`config.mk`:
```
export PLATFORM = sky130hd
export DESIGN_NAME = rrf_alloc_ctrl_flat
export DESIGN_NICKNAME = d
export VERILOG_FILES = /design/src/rtl/rrf_alloc_ctrl_pkg.sv /design/src/rtl/rrf_alloc_ctrl_if.sv /design/src/rtl/rrf_ptr_wrap.sv /design/src/rtl/rrf_alloc_ctrl.sv /design/src/flat_wrapper.sv
export SDC_FILE = /design/constraint.sdc
export NUM_CORES = 1
export LEC_CHECK = 0
export BUFFER_PORTS_ARGS = -buffer_cell sky130_fd_sc_hd__buf_2
export CORE_MARGIN = 2
export CORE_UTILIZATION = 44
export DETAILED_ROUTE_END_ITERATION = 10
export PLACE_DENSITY = 0.78
export SYNTH_ARGS = -nofsm -noshare
export SYNTH_HDL_FRONTEND = slang
export SYNTH_SLANG_ARGS = --single-unit
```
`constraint.sdc`:
```
create_clock -name clk_i -period 4.6 [get_ports clk_i]
set_input_delay 0.23 -clock clk_i [delete_from_list [all_inputs] [get_ports clk_i]]
set_output_delay 0.23 -clock clk_i [all_outputs]
set_load 0.05 [all_outputs]
```
`src/rtl/rrf_alloc_ctrl_pkg.sv`:
```
// Shared constants, types and the tag-wrap helper for the RRF allocation
// controller. Tag 0 is reserved as "no rename"; usable tags are 1..RRF_NUM-1.
package rrf_alloc_ctrl_pkg;

  localparam int RRF_NUM = 64;
  localparam int RRF_SEL = 6;

  typedef logic [RRF_SEL-1:0] rrf_tag_t;
  typedef logic [RRF_SEL:0]   rrf_cnt_t;

  localparam rrf_cnt_t RRF_LAST  = rrf_cnt_t'(RRF_NUM - 1);
  localparam rrf_tag_t RRF_FIRST = rrf_tag_t'(1);

  typedef enum logic [1:0] {
    ST_RUN     = 2'd0,
    ST_STALL   = 2'd1,
    ST_RECOVER = 2'd2
  } rrf_state_e;

  // Advance a tag by 0..2 (3 tolerated) over 1..RRF_NUM-1, skipping tag 0.
  function automatic rrf_tag_t rrf_wrap(input rrf_tag_t ptr, input logic [1:0] inc);
    rrf_cnt_t sum;
    sum = {1'b0, ptr} + {{(RRF_SEL-1){1'b0}}, inc};
    if (sum > RRF_LAST) sum = sum - RRF_LAST;
    return sum[RRF_SEL-1:0];
  endfunction

endpackage

```
`src/rtl/rrf_alloc_ctrl_if.sv`:
```
// Dispatch / commit / flush bundle between DP, COM and the RRF allocator.
// Handshake: a rename group transfers on a cycle where dp_valid_i and
// dp_ready_o are both high; dp_ready_o may depend combinationally on
// com_num_i and flush_i but never on dp_valid_i, and the tags on
// alloc_tag0_o/alloc_tag1_o are meaningful only on a transfer cycle.
interface rrf_alloc_ctrl_if;
  import rrf_alloc_ctrl_pkg::*;

  logic        dp_valid_i;
  logic [1:0]  dp_req_num_i;
  logic        dp_ready_o;
  rrf_tag_t    alloc_tag0_o;
  rrf_tag_t    alloc_tag1_o;
  logic [1:0]  com_num_i;
  logic        flush_i;
  rrf_cnt_t    freenum_o;
  rrf_tag_t    rrfptr_o;
  rrf_tag_t    comptr_o;
  logic        nextrrfcyc_o;
  logic        stall_dp_o;
  logic [31:0] perf_stall_cnt_o;
  logic [31:0] perf_alloc_cnt_o;
  rrf_state_e  state_dbg;

  modport master (
    output dp_valid_i, dp_req_num_i, com_num_i, flush_i,
    input  dp_ready_o, alloc_tag0_o, alloc_tag1_o, freenum_o, rrfptr_o,
           comptr_o, nextrrfcyc_o, stall_dp_o, perf_stall_cnt_o,
           perf_alloc_cnt_o, state_dbg
  );

  modport slave (
    input  dp_valid_i, dp_req_num_i, com_num_i, flush_i,
    output dp_ready_o, alloc_tag0_o, alloc_tag1_o, freenum_o, rrfptr_o,
           comptr_o, nextrrfcyc_o, stall_dp_o, perf_stall_cnt_o,
           perf_alloc_cnt_o, state_dbg
  );

endinterface

```
`src/rtl/rrf_ptr_wrap.sv`:
```
// Combinational add-with-wrap over tags 1..RRF_NUM-1, increment 0..2.
module rrf_ptr_wrap
  import rrf_alloc_ctrl_pkg::*;
(
  input  rrf_tag_t   ptr_i,
  input  logic [1:0] inc_i,
  output rrf_tag_t   ptr_o
);

  assign ptr_o = rrf_wrap(ptr_i, inc_i);

endmodule

```
`src/rtl/rrf_alloc_ctrl.sv`:
```
// RRF allocation controller: all-or-nothing grant of up to two rename tags per
// cycle, commit crediting, and free-list restore on flush.
// Optional feature macro: RRF_ALLOC_PERF_EN builds the saturating stall and
// allocation performance counters; otherwise both counter ports read 0.
module rrf_alloc_ctrl
  import rrf_alloc_ctrl_pkg::*;
(
  input  logic            clk_i,
  input  logic            reset_n_i,
  rrf_alloc_ctrl_if.slave bus
);

  rrf_state_e state_q, state_d;
  rrf_cnt_t   freenum_q, freenum_d, avail, free_sum, inflight;
  rrf_tag_t   rrfptr_q, rrfptr_d, rrfptr_inc, tag1, comptr_q, comptr_d;
  logic       nextrrfcyc_q, dp_ready, grant;
  logic [1:0] grant_num;

  rrf_ptr_wrap u_wrap_rrf  (.ptr_i(rrfptr_q), .inc_i(grant_num),     .ptr_o(rrfptr_inc));
  rrf_ptr_wrap u_wrap_tag1 (.ptr_i(rrfptr_q), .inc_i(2'd1),          .ptr_o(tag1));
  rrf_ptr_wrap u_wrap_com  (.ptr_i(comptr_q), .inc_i(bus.com_num_i), .ptr_o(comptr_d));

  // Same-cycle commits are credited before the grant decision.
  assign avail     = freenum_q + {{(RRF_SEL-1){1'b0}}, bus.com_num_i};
  assign dp_ready  = (state_q != ST_RECOVER) && !bus.flush_i &&
                     (avail >= {{(RRF_SEL-1){1'b0}}, bus.dp_req_num_i});
  assign grant     = bus.dp_valid_i && dp_ready;
  assign grant_num = grant ? bus.dp_req_num_i : 2'd0;
  assign free_sum  = avail - {{(RRF_SEL-1){1'b0}}, grant_num};
  assign freenum_d = (bus.flush_i || (free_sum > RRF_LAST)) ? RRF_LAST : free_sum;
  // A flush rewinds allocation to just past whatever commits this cycle.
  assign rrfptr_d  = bus.flush_i ? comptr_d : rrfptr_inc;
  assign inflight  = RRF_LAST - freenum_q;

  // Next-state logic: flush dominates, RECOVER always lasts one cycle.
  always_comb begin
    state_d = state_q;
    if (bus.flush_i) begin
      state_d = ST_RECOVER;
    end else begin
      case (state_q)
        ST_RUN:   if (bus.dp_valid_i && !dp_ready) state_d = ST_STALL;
        ST_STALL: if (grant) state_d = ST_RUN;
        default:  state_d = ST_RUN;
      endcase
    end
  end

  // State, pointers, free count and wrap pulse.
  always_ff @(posedge clk_i or negedge reset_n_i) begin
    if (!reset_n_i) begin
      state_q      <= ST_RUN;
      freenum_q    <= RRF_LAST;
      rrfptr_q     <= RRF_FIRST;
      comptr_q     <= RRF_FIRST;
      nextrrfcyc_q <= 1'b0;
    end else begin
      state_q      <= state_d;
      freenum_q    <= freenum_d;
      rrfptr_q     <= rrfptr_d;
      comptr_q     <= comptr_d;
      // With increments of at most 2 the pointer only moves backwards on a wrap.
      nextrrfcyc_q <= (grant_num != 2'd0) && (rrfptr_inc < rrfptr_q);
    end
  end

  assign bus.dp_ready_o   = dp_ready;
  assign bus.alloc_tag0_o = rrfptr_q;
  assign bus.alloc_tag1_o = tag1;
  assign bus.freenum_o    = freenum_q;
  assign bus.rrfptr_o     = rrfptr_q;
  assign bus.comptr_o     = comptr_q;
  assign bus.nextrrfcyc_o = nextrrfcyc_q;
  assign bus.stall_dp_o   = (state_q == ST_STALL);
  assign bus.state_dbg    = state_q;

`ifdef RRF_ALLOC_PERF_EN
  logic [31:0] stall_cnt_q, alloc_cnt_q;
  logic [32:0] alloc_sum;

  assign alloc_sum = {1'b0, alloc_cnt_q} + {31'd0, grant_num};

  // Saturating performance counters, cleared only by reset.
  always_ff @(posedge clk_i or negedge reset_n_i) begin
    if (!reset_n_i) begin
      stall_cnt_q <= '0;
      alloc_cnt_q <= '0;
    end else begin
      if ((state_q == ST_STALL) && (stall_cnt_q != '1)) stall_cnt_q <= stall_cnt_q + 32'd1;
      alloc_cnt_q <= alloc_sum[32] ? '1 : alloc_sum[31:0];
    end
  end

  assign bus.perf_stall_cnt_o = stall_cnt_q;
  assign bus.perf_alloc_cnt_o = alloc_cnt_q;
`else
  assign bus.perf_stall_cnt_o = '0;
  assign bus.perf_alloc_cnt_o = '0;
`endif

  a_req_legal: assert property (@(posedge clk_i) disable iff (!reset_n_i)
    bus.dp_valid_i |-> (bus.dp_req_num_i != 2'd3));
  a_com_legal: assert property (@(posedge clk_i) disable iff (!reset_n_i)
    ({{(RRF_SEL-1){1'b0}}, bus.com_num_i} <= inflight));

endmodule

```
`src/flat_wrapper.sv`:
```
// flat-port wrapper written by rule: the top's interface ports become plain ports
module rrf_alloc_ctrl_flat import rrf_alloc_ctrl_pkg::*;
  (clk_i, reset_n_i, bus_dp_valid_i, bus_dp_req_num_i, bus_com_num_i, bus_flush_i, bus_dp_ready_o, bus_alloc_tag0_o, bus_alloc_tag1_o, bus_freenum_o, bus_rrfptr_o, bus_comptr_o, bus_nextrrfcyc_o, bus_stall_dp_o, bus_perf_stall_cnt_o, bus_perf_alloc_cnt_o, bus_state_dbg);
  rrf_alloc_ctrl_if bus_i ();
  input  logic clk_i;
  input  logic reset_n_i;
  input wire logic [$bits(bus_i.dp_valid_i)-1:0] bus_dp_valid_i;
  input wire logic [$bits(bus_i.dp_req_num_i)-1:0] bus_dp_req_num_i;
  input wire logic [$bits(bus_i.com_num_i)-1:0] bus_com_num_i;
  input wire logic [$bits(bus_i.flush_i)-1:0] bus_flush_i;
  output wire logic [$bits(bus_i.dp_ready_o)-1:0] bus_dp_ready_o;
  output wire logic [$bits(bus_i.alloc_tag0_o)-1:0] bus_alloc_tag0_o;
  output wire logic [$bits(bus_i.alloc_tag1_o)-1:0] bus_alloc_tag1_o;
  output wire logic [$bits(bus_i.freenum_o)-1:0] bus_freenum_o;
  output wire logic [$bits(bus_i.rrfptr_o)-1:0] bus_rrfptr_o;
  output wire logic [$bits(bus_i.comptr_o)-1:0] bus_comptr_o;
  output wire logic [$bits(bus_i.nextrrfcyc_o)-1:0] bus_nextrrfcyc_o;
  output wire logic [$bits(bus_i.stall_dp_o)-1:0] bus_stall_dp_o;
  output wire logic [$bits(bus_i.perf_stall_cnt_o)-1:0] bus_perf_stall_cnt_o;
  output wire logic [$bits(bus_i.perf_alloc_cnt_o)-1:0] bus_perf_alloc_cnt_o;
  output wire logic [$bits(bus_i.state_dbg)-1:0] bus_state_dbg;
  assign bus_i.dp_valid_i = bus_dp_valid_i;
  assign bus_i.dp_req_num_i = bus_dp_req_num_i;
  assign bus_i.com_num_i = bus_com_num_i;
  assign bus_i.flush_i = bus_flush_i;
  assign bus_dp_ready_o = bus_i.dp_ready_o;
  assign bus_alloc_tag0_o = bus_i.alloc_tag0_o;
  assign bus_alloc_tag1_o = bus_i.alloc_tag1_o;
  assign bus_freenum_o = bus_i.freenum_o;
  assign bus_rrfptr_o = bus_i.rrfptr_o;
  assign bus_comptr_o = bus_i.comptr_o;
  assign bus_nextrrfcyc_o = bus_i.nextrrfcyc_o;
  assign bus_stall_dp_o = bus_i.stall_dp_o;
  assign bus_perf_stall_cnt_o = bus_i.perf_stall_cnt_o;
  assign bus_perf_alloc_cnt_o = bus_i.perf_alloc_cnt_o;
  assign bus_state_dbg = bus_i.state_dbg;
  rrf_alloc_ctrl u_core (.clk_i(clk_i), .reset_n_i(reset_n_i), .bus(bus_i));
endmodule
```
==> impl_metrics.json, run 1 <==
{
  "finalHoldViolCount": 0,
  "rsz0062_at_grt": "true",
  "synth.avg_cell_area_um2": 8.63,
  "worstPathMaxFanout": 2,
  "pre_cts_ws_ns": -0.113,
  "crit_slowest_cell": "dfstp_2",
  "drc_errors": 0,
  "yosys_warnings": 0,
  "failed_checks": "negative setup slack",
  "insertion_delay_ns": 0.27,
  "min_path_type": "in2reg",
  "finalCritPeriodShare_pct": 102,
  "h-tree-depth": 1,
  "required_ns": 4.80,
  "max_clock_freq_ghz": 0.214,
  "finalWorstSetupSlack_ns": -0.0718,
  "antenna_cells": 0,
  "multi_input_area_um2": 1660,
  "gr-usage-all-layers_pct": 17.1,
  "p_total_w": 0.00237,
  "synth_xor_area_share_pct": 5.87,
  "die_area_um2": 6390,
  "max_slew_margin_pct": 64.7,
  "cts_buffers": 3,
  "min_period_ns": 4.67,
  "n_fill_cell": 526,
  "regArea_um2": 561,
  "fp.dieW_um": 79.9,
  "core_area_um2": 5540,
  "synthMuxAreaShare_pct": 4.44,
  "max_stage_delay_ns": 0.56,
  "async_flop_share_pct": 100,
  "ant_nets": 0,
  "synth_edf_count": 0,
  "yosysSeqAreaShare_pct": 22.1,
  "firstDrtPassIters": 4,
  "die_h_um": 79.9,
  "synthSimpleGateAreaFrac_pct": 15.5,
  "synth_ff_type": "dfrtp_1",
  "vias": 2140,
  "drtIter0Drc": 76,
  "routed_wl_um": 5710,
  "end_kind": "flop",
  "path_cells": "ha_4, fa_1, ha_1, a21oi_2, o311ai_2, o211ai_1, nor2_1, ha_2, fa_1, ha_2, and4b_1, nand2_2, maj3_2, o2bb2ai_2, ha_1, and4_4, a221oi_2, nand2_1, a211oi_2",
  "grt_pass1_vias": 1805,
  "io_pins": 108,
  "cts_root_buffer": "clkbuf_8",
  "cts_sinks": 22,
  "cp_data_arrival_time_ns": 4.87,
  "syn_to_final_growth_pct": 12.7,
  "gp_congestion": 0.904,
  "clk_pin_slew_ns": 0.08,
  "status": "finished, violations left",
  "rows": 27,
  "grt_pass1_wl_um": 8730,
  "clk_path_buf_depth": 2,
  "grt_max_degree": 23,
  "cp-start-kind": "flop",
  "start_util_pct": 45.8,
  "fin_worst_skew_ns": 0.00217,
  "drive_above_1_share_pct": 31.0,
  "powerDensity_nw_per_um2": 827,
  "ys_seq_elements": 22,
  "drv_cap": 0,
  "synth_compound_area_share_pct": 13.8,
  "final_net_count": 384,
  "finalMaxSlewViolations": 0,
  "final_common_cell": "conb_1",
  "antenna_found_initial": 0,
  "syn_inst": 294,
  "irDropWorstVdd_uv": 558,
  "final_cell_mix": "conb_1, buf_2, buf_4",
  "grt_overflow": 0,
  "p_leak_nw": 1.40,
  "worstSetupPathType": "reg2reg",
  "synthesis.area_um2": 2540,
  "cts_tree": "yes",
  "drt-vias-per-instance": 5.05,
  "setup_viol": 1,
  "ys_types": 55,
  "synthAdderAreaFrac_pct": 12.9,
  "synth_top_family_by_area": "buffers and inverters",
  "port_buffers": 43,
  "hpwl_um": 4250,
  "wire_per_inst_um": 13.5,
  "tightest_slew_ns": 0.525
}
cell usage after synthesis, types with 3 or more instances:
| master | instances | area, um^2 |
|---|---|---|
| dfrtp_1 | 14 | 350 |
| clkbuf_1 | 4 | 15.0 |
| o31ai_1 | 3 | 22.5 |
| dfstp_2 | 8 | 210 |
| fa_1 | 4 | 80.1 |
| nand2b_1 | 5 | 31.3 |
| mux2i_1 | 3 | 30.0 |
| nand4_1 | 4 | 25.0 |
| xnor2_1 | 11 | 96.3 |
| inv_1 | 19 | 71.3 |
| a21o_1 | 6 | 45.0 |
| nor2_1 | 6 | 22.5 |
| a31oi_1 | 3 | 18.8 |
| nor3_1 | 8 | 40.0 |
| ha_1 | 19 | 238 |
| mux2_2 | 6 | 67.6 |
| buf_4 | 71 | 533 |
| or3_1 | 3 | 18.8 |
| nor4_1 | 4 | 25.0 |
| nand3_1 | 10 | 50.1 |
| a21oi_1 | 11 | 55.1 |
| xor2_1 | 6 | 52.6 |
| o22ai_1 | 4 | 25.0 |
| nand2_1 | 18 | 67.6 |
| o21ai_0 | 9 | 45.0 |
per-layer routing:
metal	vias up	global-route usage (%)	wire, um
met5	-	0	0
met4	0	6.78	121
met3	11	1.02	359
met2	115	28.1	2840
met1	1010	23.5	2390
li1	1004	-	-
layout make-up:
cell class	count	area share, %
Multi-Input combinational cell	239	58.1
Sequential cell	22	19.6
Timing Repair Buffer	68	14.2
Tap cell	72	3.15
Inverter	19	2.49
Clock buffer	3	1.44
Clock inverter	1	1.05
final timing paths:
kind	startpoint	endpoint	slack (ns)	cells past startpoint
setup / recovery	u_core.bus.freenum_o[0]	u_core.bus.nextrrfcyc_o	-0.07	19
min in group asynchronous	reset_n_i	u_core.bus.comptr_o[1]	0.45	2
max in group asynchronous	reset_n_i	u_core.bus.freenum_o[4]	3.80	2
hold / removal	bus_flush_i	u_core.bus.state_dbg[1]	0.22	1
setup reg to reg	u_core.bus.freenum_o[0]	u_core.bus.nextrrfcyc_o	-0.07	19
hold reg to reg	u_core.bus.state_dbg[1]	u_core.bus.state_dbg[0]	0.50	1
worst max-delay path: cells and delay by family (launching register included):
| family | cells | cell delay, ns |
|---|---|---|
| simple gates | 5 | 0.70 |
| fa+ha+maj | 8 | 2.34 |
| flops | 1 | 0.56 |
| compound gates | 6 | 0.99 |
power breakdown:
| part | switching (W) | internal (W) |
|---|---|---|
| clock network | 0.0000674 | 0.000117 |
| registers | 0.000171 | 0.000288 |
| logic | 0.00117 | 0.000552 |
| total | 0.00141 | 0.000957 |
registers in the layout, indices dropped and copies added (netlist names):
register and flops:
u_core.bus.freenum_o 7, u_core.bus.state_dbg 2, u_core.bus.comptr_o 6, u_core.bus.alloc_tag0_o 6, u_core.bus.nextrrfcyc_o 1
cell families (layout without fill, tap and decap cells):
| group | after synthesis | after routing |
|---|---|---|
| xor gates and xnor gates | 17 | 17 |
| DFF | 22 | 22 |
| adders and majority gates | 24 | 24 |
| AOI/OAI and AO/OA | 51 | 51 |
| muxes | 10 | 10 |
| other | 1 | 65 |
| and+or+nand+nor | 72 | 72 |
| buffers and inverters | 97 | 91 |
timing repair:
item / CTS / global route
setup buffers: 7 / 2
hold buffers: 1 / 0
pin swaps: 6 / 1
endpoints found under the setup margin: 1 / 6
gates resized for setup: 4 / 6
hold endpoints to repair: 14 / 0
stage by stage:
stage	hold WS (ns)	utilization (%)	instances	instance area [um^2]	TNS (ns)
3_5_place_dp	0.224	48.2	410	2670	-0.113
2_1_floorplan	-0.0656	-	358	2820	-0.223
3_3_place_gp	0.213	48.2	410	2670	-0.0245
5_1_grt	0.210	51.6	424	2860	-0.237
6_report	0.218	51.6	424	2860	-0.0718
4_1_cts	0.209	50.8	422	2820	0
No activity file was read; power rests on OpenSTA's default activity.
==> inputs of run 2 (changes only) <==
--- a/config.mk
+++ b/config.mk
@@ -5,11 +5,11 @@
 export SDC_FILE = /design/constraint.sdc
 export NUM_CORES = 1
 export LEC_CHECK = 0
-export BUFFER_PORTS_ARGS = -buffer_cell sky130_fd_sc_hd__buf_2
 export CORE_MARGIN = 2
-export CORE_UTILIZATION = 44
+export CORE_UTILIZATION = 35
 export DETAILED_ROUTE_END_ITERATION = 10
-export PLACE_DENSITY = 0.78
+export DONT_BUFFER_PORTS = 1
 export SYNTH_ARGS = -nofsm -noshare
 export SYNTH_HDL_FRONTEND = slang
+export SYNTH_HIERARCHICAL = 1
 export SYNTH_SLANG_ARGS = --single-unit
==> run 2 against run 1 <==
Against the previous run:
- the flow still finishes with violations (negative setup slack)
- global-route usage fell by 3.9 points
- count of clock-buffer cells in the layout did not move
- critical endpoint is now u_core/bus.nextrrfcyc_o
- via count rose by 0.65%
- sequential share of layout area fell by 1.7 points
- sequential cell count did not move
- critical path type unchanged
- design area rose by 9.6%
==> impl_metrics.json, run 2 <==
{
  "hpwl_um": 4760,
  "cts_sinks": 22,
  "grt_max_degree": 26,
  "vias": 2154,
  "rsz0062_at_grt": "true",
  "drtIter0Drc": 69,
  "routed_wl_um": 6240,
  "gr-usage-all-layers_pct": 13.3,
  "netlist.area_leader.share_pct": 18.5,
  "cts_tree": "yes",
  "die_h_um": 95.9,
  "reg2reg_to": "u_core/bus.nextrrfcyc_o",
  "synth_edf_count": 0,
  "multi_input_area_um2": 2100,
  "cts_buffers": 3,
  "ant_nets": 0,
  "final_cell_mix": "conb_1, buf_4, ha_1",
  "ff2ff_setup_slack_ns": -0.08,
  "antenna_found_initial": 1,
  "failed_checks": "negative setup slack",
  "required_ns": 4.80,
  "final_area_um2": 3140,
  "gp_congestion": 0.810,
  "n_fill_cell": 830,
  "synth_area_leaders": "buf_4, dfrtp_1, ha_1",
  "final_net_count": 370,
  "yosysMostFrequentCell": "buf_4",
  "finalMaxSlewViolations": 0,
  "yosys_warnings": 6,
  "ys_types": 71,
  "cp-start-kind": "flop",
  "setup_viol": 1,
  "cp-startpoint": "u_core/bus.freenum_o[0]",
  "endpoint": "u_core/bus.nextrrfcyc_o",
  "clk_pin_slew_ns": 0.08,
  "h-tree-depth": 1,
  "tightest_slew_ns": 1.08,
  "syn_to_final_growth_pct": 6.10,
  "firstDrtPassIters": 4,
  "finalCritPeriodShare_pct": 102,
  "cts_root_buffer": "clkbuf_8",
  "ys_seq_elements": 22,
  "synth.avg_cell_area_um2": 9.24,
  "fin_worst_skew_ns": 0.00169,
  "r2r_cells": 18,
  "worstPathMaxFanout": 3,
  "grt_overflow": 0,
  "start_util_pct": 36.0,
  "min_period_ns": 4.68,
  "insertion_delay_ns": 0.26,
  "core_area_um2": 8220,
  "drt-vias-per-instance": 4.87,
  "largest_reg_flops": 7,
  "io_pins": 108,
  "drive_above_1_share_pct": 26.8,
  "regArea_um2": 562,
  "yosysSeqAreaShare_pct": 19.0,
  "async_flop_share_pct": 100,
  "status": "finished, violations left",
  "wire_per_inst_um": 14.1,
  "yosys.area.top_type": "buf_4",
  "synthesis.area_um2": 2960,
  "grt_pass1_vias": 1987,
  "drv_cap": 0,
  "finalWorstSetupSlack_ns": -0.0816,
  "drc_errors": 0,
  "max_slew_margin_pct": 27.4,
  "syn_inst": 320,
  "max_clock_freq_ghz": 0.214,
  "grt_pass1_wl_um": 9720,
  "rows": 33,
  "min_path_type": "in2reg",
  "worstSetupPathType": "reg2reg",
  "die_area_um2": 9190,
  "instances_no_fill": 442,
  "synth_ff_type": "dfrtp_1",
  "end_kind": "flop",
  "placed_area_um2": 2960,
  "final_common_cell": "conb_1",
  "clk_path_buf_depth": 2,
  "yosys-top-cells-count": "buf_4, ha_1, dfrtp_1",
  "dp.cells": 434,
  "port_buffers": 0,
  "fp.dieW_um": 95.9,
  "cp_data_arrival_time_ns": 4.88,
  "finalHoldViolCount": 0,
  "reg2reg_from": "u_core/bus.freenum_o[0]"
}
[run 2: cell types whose count changed in the layout (fill, tap and decap cells not counted), sizes merged, moves of 6 or more]
cell	before	now
inv	19	12
nor2b	2	8
nand4	4	10
nand2	19	12
buf	67	27
[run 2: kinds of logic after synthesis]
family | count (synthesis) | share of synthesized area, %
fa+ha+maj | 25 | 11.9
xor+xnor | 20 | 5.93
other cells | 2 | 0.254
simple gates | 82 | 17.8
compound gates | 63 | 17.6
mux | 11 | 4.23
flops | 22 | 19.0
buf+inv | 95 | 23.4
[run 2: worst min-delay path by stage]
stage	start	endpoint	slack (ns)	cells after the start
after floorplan	reset_n_i	u_core/bus.alloc_tag0_o[1]	-0.07	0
after global placement	reset_n_i	u_core/bus.state_dbg[1]	-0.07	0
after detailed placement	reset_n_i	u_core/bus.state_dbg[1]	-0.06	0
after CTS	bus_flush_i	u_core/bus.state_dbg[0]	0.02	1
after global routing	bus_flush_i	u_core/bus.state_dbg[0]	0.02	1
final	bus_flush_i	u_core/bus.state_dbg[0]	0.03	1
[run 2: layout make-up]
class | instances | area share (%)
multi-input combinational | 269 | 67.0
clock buffer | 3 | 1.32
inverter | 12 | 1.44
timing repair buffer | 29 | 7.10
antenna | 1 | 0.0798
clock inverter | 1 | 0.958
tap | 105 | 4.19
sequential | 22 | 17.9
[run 2: worst max-delay path, stage by stage, from the launching register on]
cell,delay [ns]
dfstp_2,0.56
ha_4,0.14
fa_2,0.47
ha_4,0.24
a21oi_4,0.17
a311oi_4,0.12
and3_4,0.21
ha_4,0.16
fa_2,0.34
nand2b_4,0.15
or3_4,0.35
a211o_1,0.33
a21oi_2,0.15
mux2_4,0.33
ha_4,0.21
a21o_1,0.15
a211o_1,0.26
o2111ai_2,0.07
and4_1,0.22
[run 2: metrics by stage]
stage | setup slack (ns) | util, % | TNS (ns) | hold slack, ns
after floorplan | -0.483 | - | -0.553 | -0.0656
after global placement | -0.0936 | 36.0 | -0.0936 | -0.0650
after detailed placement | -0.160 | 36.0 | -0.160 | -0.0649
after CTS | -0.173 | 37.1 | -0.173 | 0.0238
after global routing | -0.197 | 38.2 | -0.197 | 0.0188
final | -0.0816 | 38.2 | -0.0816 | 0.0284
[run 2: metal layers]
| metal | GRT usage (%) | up-vias | part of all wire (%) |
|---|---|---|---|
| met3 | 4.54 | 0 | 7.0 |
| li1 | - | 1034 | - |
| met4 | 0.714 | 0 | 0 |
| met5 | 0 | - | 0 |
| met2 | 23.7 | 57 | 51 |
| met1 | 16.1 | 1063 | 41 |
[run 2: what timing repair did]
action / 4_1_cts / 5_1_grt
hold buffers: 2 / 0
resized for setup: 0 / 12
setup endpoints to repair: 1 / 1
pin swaps: 1 / 8
setup buffers: 0 / 1
hold endpoints to repair: 23 / 0
Power of run 2 is left out: the tool's default activity adds up to more than one toggle a clock period on the data nets, which glitch-free logic cannot reach.
==> inputs of run 3 (changes only) <==
--- a/config.mk
+++ b/config.mk
@@ -6,9 +6,10 @@
 export NUM_CORES = 1
 export LEC_CHECK = 0
 export CORE_MARGIN = 2
-export CORE_UTILIZATION = 35
+export CORE_UTILIZATION = 54
 export DETAILED_ROUTE_END_ITERATION = 10
 export DONT_BUFFER_PORTS = 1
+export PLACE_DENSITY = 0.72
 export SYNTH_ARGS = -nofsm -noshare
 export SYNTH_HDL_FRONTEND = slang
 export SYNTH_HIERARCHICAL = 1
==> run 3 against run 2 <==
Against the previous run:
- the run still ends with negative setup slack left
- die area down 34%
- non-clock buffer count up 3
- hold slack about the same
- final cell count down 7.5%
- maximum frequency down 0.37%
- critical endpoint unchanged
- highest routed layer is now met4
==> impl_metrics.json, run 3 (synthesis gave the netlist of run 2 again) <==
{
  "status": "finished, violations left",
  "failed_checks": "negative setup slack",
  "setup_viol": 1,
  "firstDrtPassIters": 4,
  "die_h_um": 78.0,
  "max_slew_margin_pct": 26.8,
  "vias": 2181,
  "core_area_um2": 5200,
  "hold_ws_ns": 0.0286,
  "worstSetupPathType": "reg2reg",
  "min-delay-start": "bus_flush_i",
  "finalHoldViolCount": 0,
  "clk_pin_slew_ns": 0.08,
  "cp_data_arrival_time_ns": 4.90,
  "cts_tree": "yes",
  "reg2reg_from": "u_core/bus.freenum_o[0]",
  "finalCritPeriodShare_pct": 102,
  "grt_pass1_vias": 2026,
  "ff2ff_setup_slack_ns": -0.1,
  "utilization_pct": 59.1,
  "antenna_found_initial": 0,
  "r2r_cells": 18,
  "rows": 26,
  "grt_max_degree": 26,
  "tightest_slew_ns": 1.09,
  "cts_buffers": 3,
  "wire_per_inst_um": 14.1,
  "drive_above_1_share_pct": 25.7,
  "die_area_um2": 6080,
  "gr-usage-all-layers_pct": 18.3,
  "hpwl_um": 4450,
  "worstPathMaxFanout": 3,
  "antenna_cells": 0,
  "pre_cts_ws_ns": -0.188,
  "multi_input_area_um2": 2060,
  "cp-start-kind": "flop",
  "required_ns": 4.80,
  "port_buffers": 0,
  "finalMaxSlewViolations": 0,
  "rsz0062_at_grt": "true",
  "end_kind": "flop",
  "whs_endpoint": "u_core/bus.state_dbg[0]",
  "drv_cap": 0,
  "largest_reg_flops": 7,
  "max_clock_freq_ghz": 0.213,
  "drtIter0Drc": 79,
  "final_cell_mix": "conb_1, buf_4, ha_1",
  "drt-vias-per-instance": 5.33,
  "ant_nets": 0,
  "final_common_cell": "conb_1",
  "fin_setup_tns_ns": -0.0990,
  "n_fill_cell": 482,
  "cts_sinks": 22,
  "regArea_um2": 562,
  "cts_root_buffer": "clkbuf_8",
  "insertion_delay_ns": 0.26,
  "grt_overflow": 0,
  "min_path_type": "in2reg",
  "clk_path_buf_depth": 2,
  "reg2reg_to": "u_core/bus.nextrrfcyc_o",
  "finalWorstSetupSlack_ns": -0.0990,
  "syn_to_final_growth_pct": 4.06,
  "grt_pass1_wl_um": 9180,
  "io_pins": 108,
  "routed_wl_um": 5760,
  "final_net_count": 373,
  "worstHoldPathCells": 1,
  "gp_congestion": 0.861,
  "start_util_pct": 56.8,
  "fp.dieW_um": 78.0,
  "h-tree-depth": 1,
  "drc_errors": 0,
  "fin_worst_skew_ns": 0.00184,
  "min_period_ns": 4.70
}
[run 3: worst max-delay path by stage]
| stage | start | to | slack (ns) |
|---|---|---|---|
| after floorplan | u_core/bus.freenum_o[0] | u_core/bus.nextrrfcyc_o | -0.48 |
| after global placement | u_core/bus.freenum_o[0] | u_core/bus.nextrrfcyc_o | -0.1 |
| after detailed placement | u_core/bus.freenum_o[0] | u_core/bus.nextrrfcyc_o | -0.19 |
| after CTS | u_core/bus.freenum_o[0] | u_core/bus.nextrrfcyc_o | -0.12 |
| after global routing | u_core/bus.freenum_o[0] | u_core/bus.nextrrfcyc_o | -0.24 |
| final | u_core/bus.freenum_o[0] | u_core/bus.nextrrfcyc_o | -0.1 |
[run 3: per-layer routing]
metal	global-route usage, %	wire [um]
met4	1.58	14
met2	33.3	2870
met3	3.95	380
met5	0	0
met1	23.1	2500
[run 3: timing repair]
| action | in CTS | in global routing |
|---|---|---|
| buffers inserted | 2 | 1 |
| pin swaps | 6 | 3 |
| hold endpoints to repair | 23 | 0 |
| hold buffers | 2 | 0 |
| gates resized for setup | 2 | 4 |
| setup endpoints to repair | 1 | 1 |
[run 3: stage by stage]
| stage | instance area (um^2) | cells |
|---|---|---|
| global placement | 2920 | 400 |
| floorplan | 3280 | 386 |
| finish | 3080 | 409 |
| global route | 3080 | 409 |
| detailed placement | 2920 | 400 |
| CTS | 3040 | 408 |
[run 3: worst max-delay path: stages (launching register included)]
cell and delay, ns:
dfstp_2 0.56, ha_4 0.14, fa_1 0.43, ha_1 0.31, a21oi_2 0.21, a311oi_4 0.13
and3_4 0.19, ha_4 0.16, fa_2 0.35, nand2b_4 0.15, or3_4 0.38, a211o_1 0.30
a21oi_2 0.15, mux2_4 0.33, ha_4 0.21, a21o_1 0.15, a211o_1 0.24, o2111ai_1 0.06
and4_1 0.18
[run 3: area by class of cell]
class | instances | area share (%)
well taps | 70 | 2.85
flip-flops and latches | 22 | 18.3
clock buffers | 3 | 1.34
repair buffers | 32 | 7.97
clock inverters | 1 | 0.976
multi-input cells | 269 | 67.1
inverters | 12 | 1.46
Power of run 3 is left out for the same reason.
